`config.mk`:
```
export PLATFORM = sky130hd
export DESIGN_NAME = move_capture
export DESIGN_NICKNAME = d
export VERILOG_FILES = /design/src/rtl/game_pkg.sv /design/src/rtl/onehot_to_index.sv /design/src/rtl/move_capture.sv
export SDC_FILE = /design/constraint.sdc
export NUM_CORES = 1
export LEC_CHECK = 0
export ABC_AREA = 1
export ABC_CLOCK_PERIOD_IN_PS = 6900
export BUFFER_PORTS_ARGS = -buffer_cell sky130_fd_sc_hd__buf_2
export CORE_UTILIZATION = 34
export DETAILED_ROUTE_END_ITERATION = 10
export PLACE_DENSITY = 0.51
export SKIP_CTS_REPAIR_TIMING = 1
export SKIP_LAST_GASP = 1
export SYNTH_ARGS = -nofsm -noshare
export SYNTH_HDL_FRONTEND = slang
export SYNTH_SLANG_ARGS = --single-unit
```
`constraint.sdc`:
```
create_clock -name clk -period 6.9 [get_ports clk]
set_input_delay 0.345 -clock clk [delete_from_list [all_inputs] [get_ports clk]]
set_output_delay 0.345 -clock clk [all_outputs]
set_load 0.05 [all_outputs]
```
`src/rtl/game_pkg.sv`:
```
// Shared definitions for the board-game datapath: cell encoding, move-capture
// state enum and a saturating counter helper.
package game_pkg;

    typedef logic [1:0] cell_t;

    localparam cell_t CELL_EMPTY = 2'b00;
    localparam cell_t CELL_X     = 2'b01;
    localparam cell_t CELL_O     = 2'b10;

    localparam int CNT_W = 8;

    typedef enum logic [1:0] {
        IDLE         = 2'd0,
        WAIT_RELEASE = 2'd1,
        WAIT_PRESS   = 2'd2,
        DEBOUNCE     = 2'd3
    } move_state_t;

    function automatic logic [CNT_W-1:0] sat_inc(input logic [CNT_W-1:0] c);
        return (c == 8'hFF) ? c : c + 8'd1;
    endfunction

endpackage

```
`src/rtl/onehot_to_index.sv`:
```
// Classifies a bit vector as zero / one-hot / multi-hot and encodes the index
// of the set bit (index is only meaningful when is_onehot is high).
module onehot_to_index #(
    parameter  int WIDTH = 9,
    localparam int IDX_W = (WIDTH > 1) ? $clog2(WIDTH) : 1
) (
    input  logic [WIDTH-1:0] vec,
    output logic             is_zero,
    output logic             is_onehot,
    output logic [IDX_W-1:0] index
);

    // Power-of-two test plus OR-reduction of the set bit positions.
    always_comb begin
        is_zero   = (vec == '0);
        is_onehot = !is_zero && ((vec & (vec - WIDTH'(1))) == '0);
        index     = '0;
        for (int i = 0; i < WIDTH; i++) begin
            index = index | (vec[i] ? IDX_W'(i) : '0);
        end
    end

endmodule

```
`src/rtl/move_capture.sv`:
```
// Human-move capture: snapshots the board when armed, waits for released
// buttons, debounces one cell press and commits it if the cell is empty.
module move_capture
    import game_pkg::*;
#(
    parameter  int BOARD_N         = 3,
    parameter  int DEBOUNCE_CYCLES = 4,
    localparam int CELLS           = BOARD_N * BOARD_N,
    localparam int IDX_W           = $clog2(CELLS)
) (
    input  logic               clk,
    input  logic               rst_n,
    input  logic               start,
    input  logic               cancel,
    input  logic               player_is_x,
    input  logic [2*CELLS-1:0] board_in,
    input  logic [CELLS-1:0]   buttons,
    output logic               busy,
    output logic               done,
    output logic               reject,
    output logic [IDX_W-1:0]   move_idx,
    output logic [2*CELLS-1:0] board_out
);

    localparam logic [CNT_W-1:0] DB = CNT_W'(DEBOUNCE_CYCLES);

    function automatic cell_t cell_at(input logic [2*CELLS-1:0] b, input logic [IDX_W-1:0] idx);
        cell_t c;
        c = CELL_EMPTY;
        for (int i = 0; i < CELLS; i++) begin
            c = (idx == IDX_W'(i)) ? b[2*i +: 2] : c;
        end
        return c;
    endfunction

    function automatic logic [2*CELLS-1:0] set_cell(input logic [2*CELLS-1:0] b,
                                                    input logic [IDX_W-1:0] idx,
                                                    input cell_t mark);
        logic [2*CELLS-1:0] r;
        r = b;
        for (int i = 0; i < CELLS; i++) begin
            r[2*i +: 2] = (idx == IDX_W'(i)) ? mark : b[2*i +: 2];
        end
        return r;
    endfunction

    move_state_t         state_r, state_n;
    logic [CNT_W-1:0]    cnt_r, cnt_n, cnt_inc_s;
    logic                busy_r, done_r, reject_r;
    logic                done_n, reject_n;
    logic [2*CELLS-1:0]  snap_r, board_out_r;
    cell_t               mark_r;
    logic [CELLS-1:0]    press_vec_r;
    logic [IDX_W-1:0]    press_idx_r, move_idx_r, commit_idx_s;
    logic                dec_zero_s, dec_onehot_s;
    logic [IDX_W-1:0]    dec_idx_s;
    logic                reached_s, target_free_s;
    logic                arm_s, latch_press_s, commit_s;

    onehot_to_index #(.WIDTH(CELLS)) u_dec (
        .vec       (buttons),
        .is_zero   (dec_zero_s),
        .is_onehot (dec_onehot_s),
        .index     (dec_idx_s)
    );

    assign cnt_inc_s     = sat_inc(cnt_r);
    assign reached_s     = (cnt_inc_s >= DB);
    // In DEBOUNCE the sample equals the latched vector, so the latched index is used.
    assign commit_idx_s  = (state_r == DEBOUNCE) ? press_idx_r : dec_idx_s;
    assign target_free_s = (cell_at(snap_r, commit_idx_s) == CELL_EMPTY);

    // Next-state, counter and pulse decode; cancel overrides everything.
    always_comb begin
        state_n       = state_r;
        cnt_n         = cnt_r;
        done_n        = 1'b0;
        reject_n      = 1'b0;
        arm_s         = 1'b0;
        latch_press_s = 1'b0;
        commit_s      = 1'b0;
        if (cancel) begin
            state_n = IDLE;
            cnt_n   = '0;
        end else begin
            case (state_r)
                IDLE: begin
                    if (start) begin
                        arm_s   = 1'b1;
                        state_n = WAIT_RELEASE;
                        cnt_n   = '0;
                    end else begin
                        state_n = IDLE;
                    end
                end
                WAIT_RELEASE: begin
                    if (!dec_zero_s) begin
                        cnt_n = '0;
                    end else if (reached_s) begin
                        state_n = WAIT_PRESS;
                        cnt_n   = '0;
                    end else begin
                        cnt_n = cnt_inc_s;
                    end
                end
                WAIT_PRESS: begin
                    if (dec_onehot_s && reached_s && target_free_s) begin
                        commit_s = 1'b1;
                        done_n   = 1'b1;
                        state_n  = IDLE;
                        cnt_n    = '0;
                    end else if (dec_onehot_s && reached_s) begin
                        reject_n = 1'b1;
                        state_n  = WAIT_RELEASE;
                        cnt_n    = '0;
                    end else if (dec_onehot_s) begin
                        latch_press_s = 1'b1;
                        state_n       = DEBOUNCE;
                        cnt_n         = cnt_inc_s;
                    end else if (!dec_zero_s) begin
                        reject_n = 1'b1;
                        state_n  = WAIT_RELEASE;
                        cnt_n    = '0;
                    end else begin
                        state_n = WAIT_PRESS;
                    end
                end
                DEBOUNCE: begin
                    if (buttons != press_vec_r) begin
                        state_n = WAIT_PRESS;
                        cnt_n   = '0;
                    end else if (reached_s && target_free_s) begin
                        commit_s = 1'b1;
                        done_n   = 1'b1;
                        state_n  = IDLE;
                        cnt_n    = '0;
                    end else if (reached_s) begin
                        reject_n = 1'b1;
                        state_n  = WAIT_RELEASE;
                        cnt_n    = '0;
                    end else begin
                        cnt_n = cnt_inc_s;
                    end
                end
                default: begin
                    state_n = IDLE;
                    cnt_n   = '0;
                end
            endcase
        end
    end

    // Control state and registered status pulses.
    always_ff @(posedge clk or negedge rst_n) begin
        if (!rst_n) begin
            state_r  <= IDLE;
            cnt_r    <= '0;
            busy_r   <= 1'b0;
            done_r   <= 1'b0;
            reject_r <= 1'b0;
        end else begin
            state_r  <= state_n;
            cnt_r    <= cnt_n;
            busy_r   <= (state_n != IDLE);
            done_r   <= done_n;
            reject_r <= reject_n;
        end
    end

    // Snapshot, press latch and committed result registers.
    always_ff @(posedge clk or negedge rst_n) begin
        if (!rst_n) begin
            snap_r      <= '0;
            mark_r      <= CELL_EMPTY;
            press_vec_r <= '0;
            press_idx_r <= '0;
            move_idx_r  <= '0;
            board_out_r <= '0;
        end else begin
            if (arm_s) begin
                snap_r <= board_in;
                mark_r <= player_is_x ? CELL_X : CELL_O;
            end
            if (latch_press_s) begin
                press_vec_r <= buttons;
                press_idx_r <= dec_idx_s;
            end
            if (commit_s) begin
                move_idx_r  <= commit_idx_s;
                board_out_r <= set_cell(snap_r, commit_idx_s, mark_r);
            end
        end
    end

    assign busy      = busy_r;
    assign done      = done_r;
    assign reject    = reject_r;
    assign move_idx  = move_idx_r;
    assign board_out = board_out_r;

endmodule

```
-- Word-level counts from Yosys, hierarchy flattened
Index checks and enable logic that the tools add are counted.
- output and inout bits: 25
- flip-flop bits (word level): 68
- bits of input ports: 32
- reduce and logical (&&, ||, !) cells: 12
- equal/unequal tests: 15
- $lt $le $gt $ge: 1
- multiplexer cells: 74
- bitwise logic cells: 8
- add/subtract/negate cells: 2
- operators with widths (kind ; count):
    two-way mux 8 bit ; 11
    two-way mux 2 bit ; 31
    case mux 8 bit (4 select lines) ; 1
    bitwise OR 4 bit ; 6
    two-way mux 1 bit ; 22
    logical NOT 9 bit ; 2
    equality test 4 x 3 -> 1 bit (second input constant) ; 4
    two-way mux 3 bit ; 4
    bitwise AND 9 bit ; 1
    inequality test 9 bit ; 1
    subtractor 9 x 1 -> 9 bit (second input constant) ; 1
    adder 8 x 1 -> 8 bit (second input constant) ; 1
    equality test 4 x 2 -> 1 bit (second input constant) ; 2
    equality test 8 bit (second input constant) ; 1
    greater-or-equal comparator 8 x 3 -> 1 bit (second input constant) ; 1
    two-way mux 4 bit ; 2
    case mux 2 bit (4 select lines) ; 1
    inequality test 6 bit (second input constant) ; 1
    equality test 2 bit (second input constant) ; 2
    equality test 4 x 1 -> 1 bit (second input constant) ; 1
    equality test 4 bit (second input constant) ; 1
    logical AND 1 bit ; 4
    logical NOT 2 bit ; 2
    logical NOT 4 bit ; 1
    7 further kinds ; 8

-- Longest topological paths before layout
Gate-level depths: netlist (run 1).
- depth in word-level cells: 26
- mapped depth: 19

-- Hierarchy
Synthesis (run 1) repeated with hierarchy kept, for this count alone.
- cell total of the unflattened synthesis: 473
- area, all modules: 3694.8 µm²
- modules (own cells, without submodules) (module ; area each (µm²) ; cells each ; instances):
    move_capture ; 3510.9 ; 434 ; 1
    onehot_to_index ; 183.9 ; 39 ; 1

-- Least setup slack after synthesis (run 1)
Ideal clock, no wire load.
- path kind: flip-flop to flip-flop
- start point: register cnt_r[1]
- end point: register press_idx_r[0]
- period minus slack after synthesis: 2175 ps
- setup time: 125 ps
- required time: 6775 ps
- arrival: 2050 ps
- path slack: 4725 ps
- stages on the path, launching flop included: 15
- cell sequence: dfrtp_1 -> ha_1 -> nand2_1 -> inv_1 -> nand4_1 -> nor2_1 -> inv_2 -> nand3_1 -> xor2_1 -> nor2_1 -> nand2_2 -> inv_1 -> nand4_1 -> buf_2 -> mux2_2
- word-level cells in the longest chain between the ends: 8
- elaborated cells on any way between the ends: 10
- those cells by class: add/sub: 1; order compare: 1; eq/ne: 1; mux: 5; reduce/logical: 2
- ends and longest elaborated chain (element ; line ; source):
    from (decl) ; move_capture.sv:48 ; logic [CNT_W-1:0] cnt_r, cnt_n, cnt_inc_s;
    from (signal assigned) ; move_capture.sv:163 ; cnt_r <= cnt_n;
    adder 8 x 1 -> 8 bit or equality test 8 bit (tied branches) ; game_pkg.sv:21 ; return (c == 8'hFF) ? c : c + 8'd1;
    two-way mux 8 bit (*) ; game_pkg.sv:21 ;
    greater-or-equal comparator 8 x 3 -> 1 bit (*) ; move_capture.sv:68 ; assign reached_s = (cnt_inc_s >= DB);
    logical AND 1 bit (*) ; move_capture.sv:107, move_capture.sv:112 ;
    two-way mux 1 bit or logical AND 1 bit (tied branches) ; move_capture.sv:112, move_capture.sv:107 ;
    two-way mux 1 bit (*) ; move_capture.sv:107 ; if (dec_onehot_s && reached_s && target_free_s) begin
    two-way mux 1 bit (*) ; move_capture.sv:86 ; case (state_r)
    two-way mux 1 bit (*) ; move_capture.sv:82 ; if (cancel) begin
    to (signal assigned) ; move_capture.sv:186 ; press_idx_r <= dec_idx_s;
    to (decl) ; move_capture.sv:54 ; logic [IDX_W-1:0] press_idx_r, move_idx_r, commit_idx_s;
Mark *: on every way between the ends. The rest lies on a longest branch, timed or not.
A chain may end at the register's enable or synchronous reset.

-- Final worst setup path (run 1)
- start point: register cnt_r[1]
- end point: register press_idx_r[1]
Same word-level chain as after synthesis.

==> results by group, run 1 <==
Status
  • Status: completed

STA
  • Hold slack: between 0.15 and 0.2 ns
  • Slew Limit Fails: 0
  • Period minus WS final: 2.891 ns
  • Fmax: between 0.3 and 0.4 GHz
  • Slew HR: 0.4154
  • Setup TNS: 0 ns
  • Final Setup Violations: 0
  • RSZ-0062 raised after global routing: no
  • Final count of hold timing violations: 0
  • Worst Tran Pin Value: 0.8769 ns
  • Crit share post-route: 0.4190
  • Clk_skew: 0.01197 ns

Global route
  • First-pass GRT wire length: between 10 and 15 mm
  • Vias in the first global route: 2943
  • Largest net degree at the start of global routing: 68
  • Gr ovfl total: 0
  • Initial antenna violation count: 0
  • GRT Resource Usage Total: 0.1638

Route
  • Detailed Routing Iterations Pass 1: 4
  • Vias: roughly 3000
  • Drt wl/cell: 12.63 um
  • Final WL: 8.135 mm
  • DR vias/cell: ~4.7
  • Post-DRT Antenna Nets: 0
  • Initial drt markers: 130
  • Residual DRC count: 0

Critical path
  • Number of buffers and inverters on the critical path: 3
  • FF-to-FF Start: cnt_r[1]
  • CP Capture Type: flip-flop
  • Worst Setup Start Kind: flip-flop
  • Critical Path Stages: 13
  • Worst path required time: 7.12 ns
  • CP Cell Sequence: ha_1 -> nand2_1 -> inv_1 -> nand4_1 -> nor2_1 -> inv_2 -> nand3_1 -> xor2_1 -> nor2_1 -> nand2_2 -> inv_1 -> nand4_1 -> mux2_2
  • Crit Reg-Reg Endpoint: press_idx_r[1]
  • Reg-to-reg slack, setup: 4.01 ns
  • Setup Crit Path Kind: flip-flop to flip-flop
  • Critical Path End: press_idx_r[1]
  • Reg2reg path depth: 13
  • CP max stage delay: 0.57 ns
  • CP max FO: 20
  • Worst path top cell family by delay: simple AND/OR/NAND/NOR gates
  • CP max stage cell: nand4_1
  • CP Data Arrival Time: 3.11 ns
  • Crit path from: cnt_r[1]

Power and ir drop
  • Pint: 0.6546 mW
  • Power share of the clock group: 0.405
  • Gate power share: 0.115
  • Sw Share: 0.2747
  • Switching power: between 0.2 and 0.25 mW
  • IR Drop Worst-Case VDD: 0.0001282 V
  • Sequential share of power: 0.480
  • Leakage: 2.113 nW
  • PD cells: 217.0 nW/um^2

Logic synthesis
  • Top FF cell, synth: dfrtp_1
  • Post-synth EDFFs: 0
  • Syn Inst Count: 448
  • Mapped Area: 3561 um^2
  • Syn. warnings: 0
  • Yosys reg bits: between 60 and 70
  • Syn_nets: 481
  • Mapped Avg Cell Area: 7.948 um^2
  • Ys async rst share: 1.000
  • Sequential area share after synthesis: 0.4708
  • Library cells used by synthesis: 37

Floorplan
  • Die area: 10890 um^2
  • Core ar.: 9955 um^2
  • Height of the die: 104.3 um
  • Cell row count: 36
  • Starting Density: 0.3577
  • Die X-Extent: 104.3 um
  • # IOs: 57

Placement
  • Post-DP HPWL: about 6 mm
  • Dpl cells: ~630
  • Placer Congestion: 0.8507
  • DP Area: 3943 um^2
  • Port bufs: 56

Cells and area
  • Post-route cell area: 4159 um^2
  • Commonest non-fill, non-tap cell in the layout: nand2_1
  • Fraction of layout cells with a size suffix above 1: 0.2368
  • Fillers: 1067
  • Most frequent cells in the layout: nand2_1 (140), dfrtp_1 (67), buf_2 (56)
  • Syn-to-layout area delta: 16.80%
  • Non-Filler Instances: ~640
  • Antenna diodes: 0
  • Final nets: 539

Run
  • Max_cap viols: 0

Clocking
  • TritonCTS clock tree: built
  • CTS Buf Count: 9
  • CTS max path bufs: 2
  • CTS root buf: clkbuf_8
  • Worst-Skew Late Latency: about 0.35 ns
  • Clock transition at the registers of the reported paths: 0.08 ns
  • Clk sinks: 67
  • H-tree levels: 3

Worst hold path
  • Hold Crit Class: input port to async pin
-- final cells by class --
| type | instances | area, um^2 | share of cell area |
|---|---|---|---|
| sequential | 67 | 1677 | 0.4031 |
| multi-input combinational | 330 | 1652 | 0.3971 |
| timing repair buffer | 58 | 295.3 | 0.07100 |
| tap | 133 | 166.4 | 0.04001 |
| inverter | 40 | 152.6 | 0.03670 |
| clock buffer | 10 | 127.6 | 0.03069 |
| clock inverter | 6 | 88.84 | 0.02136 |
-- worst register-to-register path, cell delays in order (launching register included) --
cell and delay (ns):
dfrtp_1 0.40, ha_1 0.21, nand2_1 0.08, inv_1 0.08
nand4_1 0.12, nor2_1 0.21, inv_2 0.10, nand3_1 0.10
xor2_1 0.07, nor2_1 0.12, nand2_2 0.10, inv_1 0.10
nand4_1 0.57, mux2_2 0.51
-- routing by layer --
| layer | up-vias | wire length (um) | GRT usage |
|---|---|---|---|
| met5 | - | 0 | 0 |
| met4 | 0 | 153 | 0.06531 |
| met3 | 13 | 254 | 0.02444 |
| met2 | 59 | 3605 | 0.2488 |
| met1 | 1372 | 4123 | 0.2325 |
| li1 | 1559 | - | - |
-- flip-flops by register name (all words and copies together) (netlist names) --
name	flops
board_out	18
snap_r	18
press_vec_r	9
cnt_r	8
move_idx	4
press_idx_r	3
mark_r	2
state_r	2
busy	1
done	1
reject	1
-- synth_stat cells (5+ instances only) --
cell type	n	share of area
a21oi_1	13	0.018
dfrtp_1	67	0.47
nor2_1	51	0.054
nand4_1	5	0.0088
nand2_1	140	0.15
o21ai_2	21	0.052
buf_6	5	0.016
o21ai_0	25	0.035
nand3_1	20	0.028
clkbuf_1	5	0.0053
nand2_2	11	0.019
inv_1	36	0.038
-- power by group through the flow --
stage          logic (mW)  clock network, mW  registers [mW]
3_5_place_dp        0.106                  0           0.441
4_1_cts             0.107              0.375           0.434
6_report            0.104              0.365           0.434
5_1_grt             0.121              0.393           0.438
3_3_place_gp        0.105                  0           0.441
2_1_floorplan      0.0646                  0           0.439
-- logic make-up after synthesis --
logic type | share of synthesized area
DFF | 0.4708
adders and majority gates | 0.003513
buffers and inverters | 0.06535
muxes | 0.01265
AOI/OAI and AO/OA | 0.1405
xor gates and xnor gates | 0.01967
and+or+nand+nor | 0.2874
-- per-stage QoR --
| stage | total power [mW] | setup WS (ns) | utilization |
|---|---|---|---|
| after global placement | 0.5460 | 4.157 | 0.3961 |
| after detailed placement | 0.5476 | 4.030 | 0.3961 |
| after CTS | 0.9154 | 3.986 | 0.4178 |
| after floorplan | 0.5036 | 4.725 | - |
| final | 0.9026 | 4.009 | 0.4178 |
| after global routing | 0.9517 | 3.653 | 0.4178 |
-- worst min-delay path by stage --
stage                          end    startpoint  depth (start not counted)
floorplan             board_out[0]         rst_n                          0
global placement      board_out[7]  board_out[7]                          2
detailed placement    board_out[4]  board_out[4]                          2
CTS                     snap_r[11]  board_in[11]                          3
global route            snap_r[12]  board_in[12]                          3
finish              press_vec_r[0]         rst_n                          2
No activity file was read; power rests on OpenSTA's default activity.
==> inputs of run 2 (changes only) <==
Settings changed: ABC_AREA 1 to 0, ABC_CLOCK_PERIOD_IN_PS 6900 to 2850, PLACE_DENSITY 0.51 to 0.5.
Clock period 6.9 ns to 2.85 ns, I/O delays scaled along.
==> run 2 against run 1 <==
Compared with the run above: the run now ends with negative hold slack left; core utilization is 0.80 points higher; critical path depth is 5 lower; first-iteration DRC count is 55% lower; die area is 6.1% higher; global-route usage is 1.3 points higher; area after synthesis is 6.2% higher; wire length is 14% higher; register-to-register slack worse by 3.9 ns; critical path type unchanged; critical endpoint is now press_vec_r[4].
==> results by group, run 2 <==
Critical path
  • CP Cell Sequence: ha_1 -> a211o_1 -> o21ai_0 -> a31oi_1 -> or3_4 -> or4_1 -> buf_6 -> mux2_1
  • CP max stage delay: roughly 0.55 ns
  • Worst path required time: 3.08 ns
  • Reg2reg path depth: 8
  • Setup Crit Path Kind: flip-flop to flip-flop
  • CP Capture Type: flip-flop
  • CP max FO: 15
  • Worst Setup Start Kind: flip-flop
  • CP Data Arrival Time: 2.94 ns
  • CP max stage cell: or4_1

Logic synthesis
  • Sequential area share after synthesis: 0.4433
  • Library cells used by synthesis: 63
  • Syn_nets: around 370
  • Top cell type by total area after synthesis: dfrtp_1
  • Ys async rst share: 1.000
  • Mapped Avg Cell Area: roughly 11 um^2
  • Top FF cell, synth: dfrtp_1
  • Share of the synthesized area in the top cell type: 0.4433
  • Syn Inst Count: between 300 and 400
  • Commonest cells in the netlist: dfrtp_1 (67), mux2_2 (42), nand2_1 (22)
  • Most frequent cell after synthesis: dfrtp_1
  • Largest cells by area after synthesis: dfrtp_1 (44%), mux2_2 (13%), mux2_4 (7.1%)
  • Mapped Area: approximately 3800 um^2
  • Post-synth EDFFs: 0
  • Syn. warnings: 0
  • Yosys reg bits: 67

Run
  • Max_cap viols: 0

Floorplan
  • Height of the die: 107.5 um
  • Die area: 11550 um^2
  • Starting Density: 0.3489
  • Core ar.: 10840 um^2
  • Cell row count: 38
  • Die X-Extent: approximately 110 um
  • # IOs: 57

STA
  • Slew Limit Fails: 0
  • Setup TNS: 0 ns
  • Slew HR: 0.4157
  • Period minus WS final: 2.713 ns
  • Final Setup Violations: 0
  • Final count of hold timing violations: 30
  • Fmax: 0.3686 GHz
  • Crit share post-route: 0.9519
  • Clk_skew: 0.009501 ns
  • RSZ-0062 raised after global routing: no
  • Hold slack: -0.03412 ns
  • Worst Tran Pin Value: 0.8764 ns

Global route
  • Largest net degree at the start of global routing: 68
  • First-pass GRT wire length: 15.37 mm
  • Gr ovfl total: 0
  • GRT Resource Usage Total: 0.1763
  • Initial antenna violation count: 0
  • Vias in the first global route: ~2900

Power and ir drop
  • PD cells: 458.7 nW/um^2
  • Final Power: 2.117 mW
  • IR Drop Worst-Case VDD: 0.0001750 V
  • Leakage: 2.184 nW

Cells and area
  • Final core occ: 0.4258
  • Most frequent cells in the layout: dfrtp_1 (67), buf_2 (56), mux2_2 (42)
  • Syn-to-layout area delta: 22.03%
  • Commonest non-fill, non-tap cell in the layout: dfrtp_1
  • Non-Filler Instances: 561
  • Fillers: 1069
  • Area of the multi-input gates: 1971 um^2
  • Antenna diodes: 0
  • Fraction of layout cells with a size suffix above 1: 0.4347
  • Final nets: 449
  • Reg area: between 1500 and 2000 um^2

Status
  • Status: finished, violations left
  • Failing checks: negative hold slack

Route
  • Post-DRT Antenna Nets: 0
  • DR vias/cell: roughly 5.1
  • Residual DRC count: 0
  • Vias: 2861
  • Drt wl/cell: 16.57 um
  • Detailed Routing Iterations Pass 1: 4
  • Initial drt markers: 58
  • Final WL: 9.294 mm

Placement
  • Port bufs: 56
  • Placer Congestion: 0.8110
  • Post-DP HPWL: 6.731 mm
  • Dpl cells: approximately 540

Worst hold path
  • Hold Crit Class: input port to async pin

Clocking
  • CTS root buf: clkbuf_8
  • CTS max path bufs: 2
  • CTS Buf Count: 9
  • Clock transition at the registers of the reported paths: 0.08 ns
  • Clk sinks: 67
  • Worst-Skew Late Latency: roughly 0.35 ns
  • H-tree levels: 3
  • TritonCTS clock tree: built
run 2: cell types whose count changed after synthesis, sizes merged, moves of 9 or more:
cell and change:
nor3 +9, o21ai -34, nand3 -17, inv -30, mux2 +58, nor2 -33
nand2 -130, and2 +10
run 2: path summary, 6_finish.rpt:
| path | startpoint | endpoint | slack, ns |
|---|---|---|---|
| max in group asynchronous | rst_n | cnt_r[2] | 2.28 |
| worst max register to register | cnt_r[0] | press_vec_r[4] | 0.14 |
| worst min register to register | board_out[0] | board_out[0] | 0.51 |
| min in group clk | board_in[13] | snap_r[13] | 0.02 |
| worst min-delay path | rst_n | snap_r[5] | -0.03 |
| worst max-delay path | cnt_r[0] | press_vec_r[4] | 0.14 |
run 2: where the power goes:
part	leakage (nW)	switching [mW]	internal, mW
Sequential	0.892	0.0552	0.996
Clock	0.0987	0.393	0.428
Combinational	1.19	0.121	0.124
run 2: final cells by class:
| type | instances | area share |
|---|---|---|
| repair buffers | 89 | 0.1217 |
| inverters | 8 | 0.006506 |
| well taps | 140 | 0.03795 |
| clock buffers | 10 | 0.02982 |
| multi-input cells | 241 | 0.4269 |
| clock inverters | 6 | 0.01382 |
| flip-flops and latches | 67 | 0.3632 |
run 2: cell families after synthesis:
group | share of synthesized area
and+or+nand+nor | 0.1456
muxes | 0.2167
DFF | 0.4433
AOI/OAI and AO/OA | 0.1247
buffers and inverters | 0.04300
xor gates and xnor gates | 0.02084
adders and majority gates | 0.005954
run 2: critical path: cells and delay by family, from the launching register on:
kind | cells | cell delay, ns
simple gates | 2 | 0.97
mux | 1 | 0.31
compound gates | 3 | 0.48
buf+inv | 1 | 0.18
flops | 1 | 0.41
fa+ha+maj | 1 | 0.25
run 2: through the flow:
step                setup slack [ns]  instance area, um^2
finish                        0.1370                 4616
global route                 0.02244                 4616
CTS                          0.02994                 4563
detailed placement         -0.001209                 4362
global placement            -0.05533                 4362
floorplan                     0.1265                 3782
run 2: routing by layer:
layer  vias up  GRT usage  share of wire
met5         -          0              0
met3         9    0.04237          0.030
met1      1407     0.2405           0.49
met4         0    0.06751          0.016
met2        39     0.2691           0.47
li1       1406          -              -
==> inputs of run 3 (changes only) <==
Settings changed: CELL_PAD_IN_SITES_DETAIL_PLACEMENT set to 0, CELL_PAD_IN_SITES_GLOBAL_PLACEMENT set to 1, PLACE_DENSITY 0.5 to 0.61.
==> run 3 against run 2 <==
Compared with the run above: the run still ends with negative hold slack left; clock power grew 7.6%; largest cell class unchanged; clock-buffer cell count rose by 2; cell area down 1.2%; cell count fell by 1.6%; critical path type unchanged; global-route usage fell by 0.77 points.
==> results by group, run 3 (synthesis results as in run 2) <==
Status
  • Status: finished, violations left
  • Failing checks: negative hold slack

Clocking
  • Worst-Skew Late Latency: 0.35 ns
  • CTS max path bufs: 2
  • Clk sinks: 67
  • CTS Buf Count: 9
  • CTS root buf: clkbuf_8
  • TritonCTS clock tree: built
  • H-tree levels: 3
  • Clock transition at the registers of the reported paths: around 0.080 ns

STA
  • Clk_skew: 0.01009 ns
  • Setup TNS: 0 ns
  • Hold slack: -0.002271 ns
  • RSZ-0062 raised after global routing: no
  • Slew Limit Fails: 0
  • Worst Tran Pin Value: between 0.8 and 0.9 ns
  • Slew HR: 0.4287
  • Final Setup Violations: 0
  • Fmax: about 0.37 GHz
  • Period minus WS final: 2.696 ns
  • Final count of hold timing violations: 7
  • Crit share post-route: 0.9460

Floorplan
  • Starting Density: 0.3489
  • Height of the die: 107.5 um
  • Die area: 11550 um^2
  • Die X-Extent: between 100 and 150 um
  • # IOs: 57
  • Cell row count: 38
  • Core ar.: 10840 um^2

Route
  • Residual DRC count: 0
  • Vias: 2850
  • Initial drt markers: between 90 and 100
  • DR vias/cell: 5.163
  • Final WL: 9.116 mm
  • Post-DRT Antenna Nets: 0
  • Drt wl/cell: 16.51 um
  • Detailed Routing Iterations Pass 1: 4

Power and ir drop
  • Sw Share: 0.2486
  • Power share of the clock group: 0.406
  • Leakage: 2.145 nW
  • Switching power: 0.5406 mW
  • Sequential share of power: 0.482
  • IR Drop Worst-Case VDD: 0.0001942 V
  • Pint: 1.634 mW
  • PD cells: about 480 nW/um^2
  • Gate power share: 0.111

Cells and area
  • Reg area: 1677 um^2
  • Area of the multi-input gates: 1966 um^2
  • Fraction of layout cells with a size suffix above 1: 0.4175
  • Final nets: 440
  • Antenna diodes: 0
  • Commonest non-fill, non-tap cell in the layout: dfrtp_1
  • Non-Filler Instances: 552
  • Most frequent cells in the layout: dfrtp_1 (67), buf_2 (56), mux2_2 (42)
  • Fillers: 1088
  • Syn-to-layout area delta: 20.54%

Critical path
  • CP Capture Type: flip-flop
  • CP max stage delay: 0.52 ns
  • CP max FO: 15
  • CP max stage cell: or4_1
  • CP Cell Sequence: ha_1 -> a211o_1 -> o21ai_0 -> a31oi_1 -> or3_4 -> or4_1 -> buf_4 -> mux2_1
  • Worst path required time: between 3 and 4 ns
  • Setup Crit Path Kind: flip-flop to flip-flop
  • Worst Setup Start Kind: flip-flop
  • CP Data Arrival Time: 2.92 ns

Global route
  • Largest net degree at the start of global routing: 68
  • First-pass GRT wire length: 14.75 mm
  • Vias in the first global route: approximately 2900
  • Gr ovfl total: 0
  • Initial antenna violation count: 0
  • GRT Resource Usage Total: 0.1686

Placement
  • Dpl cells: 534
  • Placer Congestion: 0.8468
  • Post-DP HPWL: 6.678 mm
  • Port bufs: 56

Run
  • Max_cap viols: 0

Worst hold path
  • Hold Crit Class: input port to async pin
-- run 3: cell types whose count changed in the layout (fill, tap and decap cells not counted), sizes merged --
cell         before  now
clkinvlp          2    0
buf              87   78
inv               9    8
dlygate4sd3       2    1
bufinv            1    2
clkbuf           10   13
-- run 3: final timing paths --
path	from	end	slack [ns]	cells past startpoint
max in group asynchronous	rst_n	press_vec_r[8]	2.30	2
worst min-delay path	rst_n	move_idx[2]	-0.002	2
min in group clk	board_in[7]	snap_r[7]	0.01	3
worst max-delay path	cnt_r[0]	press_vec_r[4]	0.15	8
worst max register to register	cnt_r[0]	press_vec_r[4]	0.15	8
worst min register to register	move_idx[3]	move_idx[3]	0.51	1
-- run 3: power by group through the flow --
stage          clock, mW  sequential [mW]  combinational, mW
3_3_place_gp           0             1.07              0.242
6_report           0.883             1.05              0.242
3_5_place_dp           0             1.07              0.244
4_1_cts            0.916             1.05              0.245
5_1_grt            0.963             1.06              0.269
2_1_floorplan          0             1.04              0.165
-- run 3: per-stage QoR --
step           cell area, um^2  utilization  setup WS, ns  hold WS, ns  total power, mW
6_report                  4559       0.4206        0.1538    -0.002271            2.175
4_1_cts                   4508       0.4159        0.1188     -0.04881            2.211
3_3_place_gp              4289       0.3957       0.07787       0.3261            1.310
2_1_floorplan             3782            -        0.1265      -0.1531            1.207
5_1_grt                   4559       0.4206      0.007245     0.004945            2.288
3_5_place_dp              4289       0.3957       0.05514       0.3325            1.312
-- run 3: per-layer routing --
layer	global-route usage	up-vias	share of wire
li1	-	1389	-
met1	0.2305	1393	0.49
met2	0.2567	52	0.46
met3	0.03632	16	0.032
met4	0.07143	0	0.022
met5	0	-	0
-- run 3: critical path, delay by kind of cell (launching register included) --
family	cells	cell delay, ns
and+or+nand+nor	2	0.93
buffers and inverters	1	0.21
AOI/OAI and AO/OA	3	0.48
muxes	1	0.32
DFF	1	0.41
adders and majority gates	1	0.25
-- run 3: final cells by class --
type,count,area share
clock inverters,4,0.01619
well taps,140,0.03842
repair buffers,80,0.1081
clock buffers,12,0.03183
flip-flops and latches,67,0.3677
inverters,8,0.006586
multi-input cells,241,0.4311
